### src/rtl/ac97_pcm_link.sv
// AC'97 AC-link controller: PCM playback FIFO, slot 1/2 register commands, status read-back decode.
// Optional AC97_SLOTREQ_EN: gate PCM pops on the codec's slot-3 request bit (variable-rate audio).
module ac97_pcm_link #(
  parameter int unsigned PCM_WIDTH  = 16,
  parameter int unsigned CHANNELS   = 2,
  parameter int unsigned FIFO_DEPTH = 8
) (
  input  logic                          ac97_bitclk,
  input  logic                          ac97_rst,
  input  logic                          ac97_sdata_in,
  output logic                          ac97_sdata_out,
  output logic                          ac97_sync,
  output logic                          ac97_reset_b,
  input  logic [CHANNELS*PCM_WIDTH-1:0] pcm_data,
  input  logic                          pcm_valid,
  output logic                          pcm_ready,
  input  logic [6:0]                    cmd_addr,
  input  logic [15:0]                   cmd_data,
  input  logic                          cmd_read,
  input  logic                          cmd_valid,
  output logic                          cmd_ready,
  output logic [6:0]                    rsp_addr,
  output logic [15:0]                   rsp_data,
  output logic                          rsp_valid,
  output logic                          codec_ready,
  output logic                          underrun,
  input  logic                          underrun_clr,
  output logic                          frame_strobe
);

  localparam int unsigned DW = CHANNELS * PCM_WIDTH;
  localparam int unsigned AW = $clog2(FIFO_DEPTH);
  localparam logic [AW:0] FULL = (AW+1)'(FIFO_DEPTH);

  typedef enum logic {CMD_IDLE, CMD_PEND} cmd_state_t;

  cmd_state_t     cmd_state, cmd_next;
  logic [7:0]     bit_cnt, next_cnt;
  logic           load, rx_latch, cmd_pend, push, pop, pop_ok, ever_popped;
  logic           cmd_rd_q;
  logic [6:0]     cmd_addr_q;
  logic [15:0]    cmd_data_q;
  logic [DW-1:0]  mem [FIFO_DEPTH];
  logic [DW-1:0]  rd_word;
  logic [AW-1:0]  wr_ptr, rd_ptr;
  logic [AW:0]    count;
  logic [15:0]    tag;
  logic [19:0]    slot1, slot2, slot3, slot4;
  logic [255:0]   out_shift;
  logic [254:0]   in_shift;

  assign next_cnt = bit_cnt + 8'd1;
  assign load     = (bit_cnt == 8'hFF);
  assign rx_latch = (bit_cnt == 8'h00);

  always_ff @(posedge ac97_bitclk or posedge ac97_rst) begin
    if (ac97_rst) begin
      bit_cnt      <= 8'hFF;
      ac97_sync    <= 1'b0;
      frame_strobe <= 1'b0;
      ac97_reset_b <= 1'b0;
    end else begin
      bit_cnt      <= next_cnt;
      ac97_sync    <= (next_cnt == 8'hFF) || (next_cnt < 8'd15);
      frame_strobe <= load;
      ac97_reset_b <= 1'b1;
    end
  end

  assign cmd_pend = (cmd_state == CMD_PEND);

  always_comb begin
    cmd_next  = cmd_state;
    cmd_ready = 1'b0;
    case (cmd_state)
      CMD_IDLE: begin
        cmd_ready = 1'b1;
        if (cmd_valid) cmd_next = CMD_PEND;
      end
      CMD_PEND: if (load) cmd_next = CMD_IDLE;
      default:  cmd_next = CMD_IDLE;
    endcase
  end

  always_ff @(posedge ac97_bitclk or posedge ac97_rst) begin
    if (ac97_rst) begin
      cmd_state  <= CMD_IDLE;
      cmd_rd_q   <= 1'b0;
      cmd_addr_q <= '0;
      cmd_data_q <= '0;
    end else begin
      cmd_state <= cmd_next;
      if (cmd_valid && cmd_ready) begin
        cmd_rd_q   <= cmd_read;
        cmd_addr_q <= cmd_addr;
        cmd_data_q <= cmd_data;
      end
    end
  end

`ifdef AC97_SLOTREQ_EN
  logic slot_req;
  assign pop_ok = slot_req;
`else
  assign pop_ok = 1'b1;
`endif

  // No bypass: an empty FIFO at the load edge sends an empty frame even if a push lands on that edge.
  assign pcm_ready = (count != FULL);
  assign push      = pcm_valid && pcm_ready;
  assign pop       = load && pop_ok && (count != '0);
  assign rd_word   = mem[rd_ptr];

  always_ff @(posedge ac97_bitclk) begin
    if (push) mem[wr_ptr] <= pcm_data;
  end

  always_ff @(posedge ac97_bitclk or posedge ac97_rst) begin
    if (ac97_rst) begin
      wr_ptr      <= '0;
      rd_ptr      <= '0;
      count       <= '0;
      ever_popped <= 1'b0;
      underrun    <= 1'b0;
    end else begin
      if (push) wr_ptr <= wr_ptr + 1'b1;
      if (pop) begin
        rd_ptr      <= rd_ptr + 1'b1;
        ever_popped <= 1'b1;
      end
      case ({push, pop})
        2'b10:   count <= count + 1'b1;
        2'b01:   count <= count - 1'b1;
        default: count <= count;
      endcase
      if (load && pop_ok && (count == '0) && ever_popped) underrun <= 1'b1;
      else if (underrun_clr)                              underrun <= 1'b0;
    end
  end

  always_comb begin
    tag     = '0;
    slot1   = '0;
    slot2   = '0;
    slot3   = '0;
    slot4   = '0;
    tag[15] = 1'b1;
    tag[14] = cmd_pend;
    tag[13] = cmd_pend && !cmd_rd_q;
    tag[12] = pop;
    tag[11] = pop && (CHANNELS == 2);
    if (cmd_pend) begin
      slot1 = {cmd_rd_q, cmd_addr_q, 12'h000};
      if (!cmd_rd_q) slot2 = {cmd_data_q, 4'h0};
    end
    if (pop) begin
      slot3 = 20'(rd_word[PCM_WIDTH-1:0]) << (20 - PCM_WIDTH);
      if (CHANNELS == 2) slot4 = 20'(rd_word[DW-1 -: PCM_WIDTH]) << (20 - PCM_WIDTH);
    end
  end

  always_ff @(posedge ac97_bitclk or posedge ac97_rst) begin
    if (ac97_rst)  out_shift <= '0;
    else if (load) out_shift <= {tag, slot1, slot2, slot3, slot4, 160'h0};
    else           out_shift <= {out_shift[254:0], 1'b0};
  end

  assign ac97_sdata_out = out_shift[255];

  // At the bit_cnt==0 edge the full frame is {in_shift, sdata_in}; frame bit j sits at in_shift[j-1].
  always_ff @(posedge ac97_bitclk or posedge ac97_rst) begin
    if (ac97_rst) begin
      in_shift    <= '0;
      codec_ready <= 1'b0;
      rsp_valid   <= 1'b0;
      rsp_addr    <= '0;
      rsp_data    <= '0;
`ifdef AC97_SLOTREQ_EN
      slot_req    <= 1'b0;
`endif
    end else begin
      in_shift  <= {in_shift[253:0], ac97_sdata_in};
      rsp_valid <= 1'b0;
      if (rx_latch) begin
        codec_ready <= in_shift[254];
        if (in_shift[253] && in_shift[252]) begin
          rsp_valid <= 1'b1;
          rsp_addr  <= in_shift[237:231];
          rsp_data  <= in_shift[218:203];
        end
`ifdef AC97_SLOTREQ_EN
        slot_req <= !in_shift[230];
`endif
      end
    end
  end

endmodule

### config.mk
export PLATFORM = sky130hd
export DESIGN_NAME = ac97_pcm_link
export DESIGN_NICKNAME = d
export VERILOG_FILES = /design/src/rtl/ac97_pcm_link.sv
export SDC_FILE = /design/constraint.sdc
export NUM_CORES = 1
export LEC_CHECK = 0
export CAP_MARGIN = 20
export CORE_MARGIN = 2
export CORE_UTILIZATION = 50
export CTS_CLUSTER_DIAMETER = 100
export DETAILED_ROUTE_END_ITERATION = 7
export GPL_TIMING_DRIVEN = 0
export PLACE_DENSITY = 0.68
export SLEW_MARGIN = 15
export SYNTH_ARGS = -nofsm -noshare
export SYNTH_HDL_FRONTEND = slang
export SYNTH_SLANG_ARGS = --single-unit
### constraint.sdc
create_clock -name ac97_bitclk -period 41.8 [get_ports ac97_bitclk]
set_input_delay 8.36 -clock ac97_bitclk [delete_from_list [all_inputs] [get_ports ac97_bitclk]]
set_output_delay 8.36 -clock ac97_bitclk [all_outputs]
set_load 0.01 [all_outputs]
== Word-level counts from Yosys, hierarchy flattened ==
Memories as Yosys holds them, arrays and structs flattened.
Index checks and enable logic that the tools add are counted.

* Register bits: 584
* Logic and storage cells: 64
* Bits in writable memories: 256
* Output and inout bits: 32
* Memories: 1

{| class="wikitable"
|+ Memory list
! name !! depth !! width !! rd ports !! clocked after memory_dff !! wr ports !! RTL line !! RTL
|-
| mem || 8 || 32 || 1 || 0 || 1 || 43 || <nowiki>logic [DW-1:0] mem [FIFO_DEPTH];</nowiki>
|}

* Equal/unequal tests: 5
* Bitwise logic cells: 1
* Mux-type cells: 17
* Reduce and logical (&&, ||, !) cells: 15
* Add/sub/neg operators: 5
* $lt $le $gt $ge: 1

{| class="wikitable"
|+ Operators with widths
! cell !! count
|-
| 2-to-1 mux 256 bit || 1
|-
| 2-to-1 mux 20 bit || 5
|-
| equality test 8 bit (second input constant) || 2
|-
| 2-to-1 mux 1 bit || 9
|-
| adder 8 x 1 -> 8 bit (second input constant) || 1
|-
| zero test 8 bit || 1
|-
| less-than comparator 8 x 4 -> 1 bit (second input constant) || 1
|-
| case mux 4 bit (2 select lines) || 1
|-
| logical AND 1 bit || 7
|-
| adder 3 x 1 -> 3 bit (second input constant) || 2
|-
| adder 4 x 1 -> 4 bit (second input constant) || 1
|-
| zero test 4 bit || 1
|-
| != test 4 bit (second input constant) || 1
|-
| nonzero test 2 bit || 2
|-
| nonzero test 4 bit || 1
|-
| subtractor 4 x 1 -> 4 bit (second input constant) || 1
|-
| equality test 2 x 1 -> 1 bit (second input constant) || 1
|-
| equality test 2 bit (second input constant) || 1
|-
| case mux 1 bit (2 select lines) || 1
|-
| AND reduction 2 bit || 1
|-
| zero test 1 bit || 1
|-
| logical OR 1 bit || 1
|-
| inverter 1 bit || 1
|}

== Depth between registers and ports, before layout ==
* Depth after elaboration: 4
* Mapped depth: 13
* Mapped depth without buffers: 11

== Worst setup path after synthesis ==
Ideal clock, no wire load.

* Path type: input-to-reg
* From: input port pcm_valid
* To: memory mem[0][0] (netlist bit) (enable)
* Library setup time: 0.502 ns
* Stages: 2
* Setup slack: 29.686 ns
* Arrival: 11.613 ns
* Path through: nand2_1 > nor4_1

* Longest elaborated chain between the ends: 3

{| class="wikitable"
|+ RTL lines
! element !! RTL line !! RTL
|-
| start, declared || 15 || <nowiki>input logic pcm_valid,</nowiki>
|-
| logical AND 1 bit || 110 || <nowiki>assign push = pcm_valid && pcm_ready;</nowiki>
|-
| 2-to-1 mux 1 bit || 115 || <nowiki>if (push) mem[wr_ptr] <= pcm_data;</nowiki>
|-
| 2-to-1 mux 1 bit (implied by the code) || 115 ||
|-
| end, declared || 43 ||
|}

Every way passes these cells.

== Final worst setup path ==
* From: register count[1]
* To: output port pcm_ready

* Longest elaborated chain between the ends: 1

{| class="wikitable"
|+ RTL lines
! element !! RTL line !! RTL
|-
| start, declared || 46 || <nowiki>logic [AW:0] count;</nowiki>
|-
| start signal, assigned || 132 || <nowiki>2'b10: count <= count + 1'b1;</nowiki>
|-
| start signal, assigned || 133 || <nowiki>2'b01: count <= count - 1'b1;</nowiki>
|-
| start signal, assigned || 134 || <nowiki>default: count <= count;</nowiki>
|-
| != test 4 bit || 109 || <nowiki>assign pcm_ready = (count != FULL);</nowiki>
|-
| end, declared || 16 || <nowiki>output logic pcm_ready,</nowiki>
|}

Every way passes these cells.

==> results by group <==
GRT
  – Overflow after GRT: 0
  – Antenna violations before repair: 5
  – Largest net degree at the start of global routing: about 120
  – Vias in the first global route: ~11,000
  – First-pass GRT wire length: slightly above 60 mm
  – GR Util All Layers: 0.174

Run
  – Max-Cap Viols: 0

Worst setup path
  – Worst EP arrival: just under 2000 ps
  – Endpoint class of the critical path: output pin
  – Cell family with most CP delay: buffers and inverters
  – Critical Path Slowest Stage Cell: clkdlybuf4s50_1
  – Critical path cell sequence: clkbuf_1 > nor3_1 > nand2_1 > clkdlybuf4s50_1
  – CP Buf/Inv Count: 2
  – Crit Path Max Fanout: 8
  – WS Path Type: flip-flop to output pin
  – Worst Path Required: around 33,000 ps
  – CP max stage delay: 570 ps
  – Crit start category: flip-flop

Power
  – Pwr/cell area: approximately 53 mW/mm^2
  – Power Total: 1.41 mW
  – Leakage power: 10.9 nW
  – Max IR drop VDD: between 0.04 and 0.05 mV

Timing
  – Slew HR: 0.391
  – RSZ-0062 raised after global routing: false
  – Final Max Tran Viols: 0
  – Max Clk Rate: around 0.097 GHz
  – Slew of the pin with the lowest slew margin: between 900 and 1000 ps
  – Final setup fails: 0
  – Hold WS: 343 ps
  – Final WS setup: 31,470 ps
  – Clock skew: ~18 ps
  – Setup TNS: 0 ps
  – Final hold viol count: 0
  – Min Tclk post-route: a little over 10,000 ps
  – Period utilisation layout: 0.247

Floorplanning
  – Die Wd: 215 um
  – Starting Density: 0.505
  – Die Y: about 220 um
  – Total core area: about 0.044 sq mm
  – Num ports: 94
  – Die ar.: 0.0462 sq mm
  – Core Rows: 77

Route
  – Wire per inst: 19.4 um
  – DR iter-0 viols: roughly 780
  – ANT nets after route: 0
  – 1st-pass router iterations: 5
  – Final WL: roughly 38 mm
  – Vias per inst: roughly 5
  – Via count: about 10,000
  – Residual DRC count: 0

Finish
  – Non-Filler Instances: a little under 2,000
  – Fillers: 3,203
  – Layout Utilization: 0.602
  – Fin area: roughly 0.027 sq mm
  – Nets: 1,399
  – Layout cells sized above 1: 0.202
  – Most common cell after layout, fill and taps aside: dfrtp_1
  – Commonest non-fill, non-tap cells in the layout: dfrtp_1, edfxtp_1, nand2_1
  – Synth-to-Final Area Change: 19.2%

Synthesis
  – Share of the synthesized area in the top cell type: 0.463
  – Area contributors post-synth: dfrtp_1, edfxtp_1, mux4_2, mux2_2, nand2_1
  – Async S/R FF share, synth: 0.621
  – Main synth FF type: dfrtp_1
  – Syn Inst Count: 1,134
  – Post-synth EDFFs: 256
  – Net Count, Synth: approximately 1,200
  – Synth area leader: dfrtp_1
  – Seq/Total Area, Yosys: 0.817
  – Mapped Area: about 0.022 sq mm
  – Count of cell types in the netlist: between 40 and 50
  – Ys Warns: 0
  – Register bit count reported by yosys: between 600 and 700
  – Avg Inst Size Synth: between 15 and 20 sq um

Placement
  – I/O Buffers: 93
  – Placed Cells: approximately 1,900
  – Placement Setup Slack: between 30,000 and 40,000 ps
  – Routability cong.: approximately 0.74
  – Area after DPL: about 0.024 sq mm
  – Final HPWL DP: around 23 mm

Hold path
  – Min-delay worst type: flip-flop to flip-flop

Clock network
  – Clk buf depth: 3
  – Setup bufs post-CTS: 0
  – CTS tree: built
  – TritonCTS Sinks: between 600 and 700
  – Cts repair resizes: 0
  – Htree depth: 3
  – CTS Buf Count: 66
  – Hold buffer count at CTS: 0
  – Reg clk slew, reported paths: around 60 ps
  – Clock Latency Late Sink: just under 600 ps
  – Root buffer cell: clkbuf_16

Run status
  – Status: completed
-- registers in the layout, summed over array words and instances, names as in the netlist, 3 cells and up --
register / cells
count: 4
mem: 256
cmd_addr_q: 7
out_shift: 92
rsp_data: 16
wr_ptr: 3
bit_cnt: 8
in_shift: 255
rsp_addr: 7
cmd_data_q: 16
rd_ptr: 3
-- worst register-to-register path, delay by kind of cell (launching register included) --
kind | cells | cell delay [ps]
simple gates | 3 | 920
buf+inv | 3 | 720
fa+ha+maj | 3 | 650
flops | 1 | 580
xor+xnor | 3 | 410
compound gates | 1 | 140
-- cell usage after synthesis, types with 9 or more instances --
master and number:
mux2i_1 33, xnor2_1 10, nor2_1 9, edfxtp_1 256, nand2_1 94, clkbuf_1 29, mux2_4 19, mux4_2 64
mux2_2 32, o21ai_0 58, dfrtp_1 412, and2_1 32, buf_2 9
-- cell type report --
class                      instances  area, sq um  share of cell area
buffer                            47          235             0.00886
inverter                           8         37.5             0.00141
multi-input combinational        403         3850               0.145
clock inverter                    16          163             0.00613
antenna                            2         5.00            0.000189
tap                              592          741              0.0279
timing repair buffer             127         1370              0.0516
sequential                       676        18200               0.686
clock buffer                     100         1940              0.0732
-- worst paths after layout --
check / slack (ps) / to / cells after the start / start
setup / recovery: 31470 / pcm_ready / 4 / count[1]
hold / removal: 340 / in_shift[226] / 0 / in_shift[225]
setup reg to reg: 38260 / count[2] / 13 / bit_cnt[1]
hold reg to reg: 340 / in_shift[226] / 0 / in_shift[225]
max in group asynchronous: 31970 / in_shift[4] / 4 / ac97_rst
min in group asynchronous: 8360 / in_shift[102] / 2 / ac97_rst
-- kinds of logic after synthesis --
group,Yosys count,synth area share
XOR/XNOR,17,0.00668
AO/OA/AOI/OAI,63,0.0145
adder cells (fa/ha/maj),8,0.00449
buffers and inverters,55,0.0119
flip-flops,676,0.817
AND/OR/NAND/NOR,165,0.0357
multiplexers,149,0.109
other,1,0.000168
-- power by group --
| part | switching (mW) | internal (mW) |
|---|---|---|
| clock | 0.233 | 0.339 |
| combinational | 0.0534 | 0.0371 |
| sequential | 0.0139 | 0.736 |
-- metal layers --
metal,vias to the layer above,routed length [um],GRT usage
met1,5297,16900,0.239
met3,76,1700,0.0433
met2,185,18700,0.278
met4,6,909,0.0570
met5,-,34,0
li1,4479,-,-
Power figures use the tool's default switching activity.
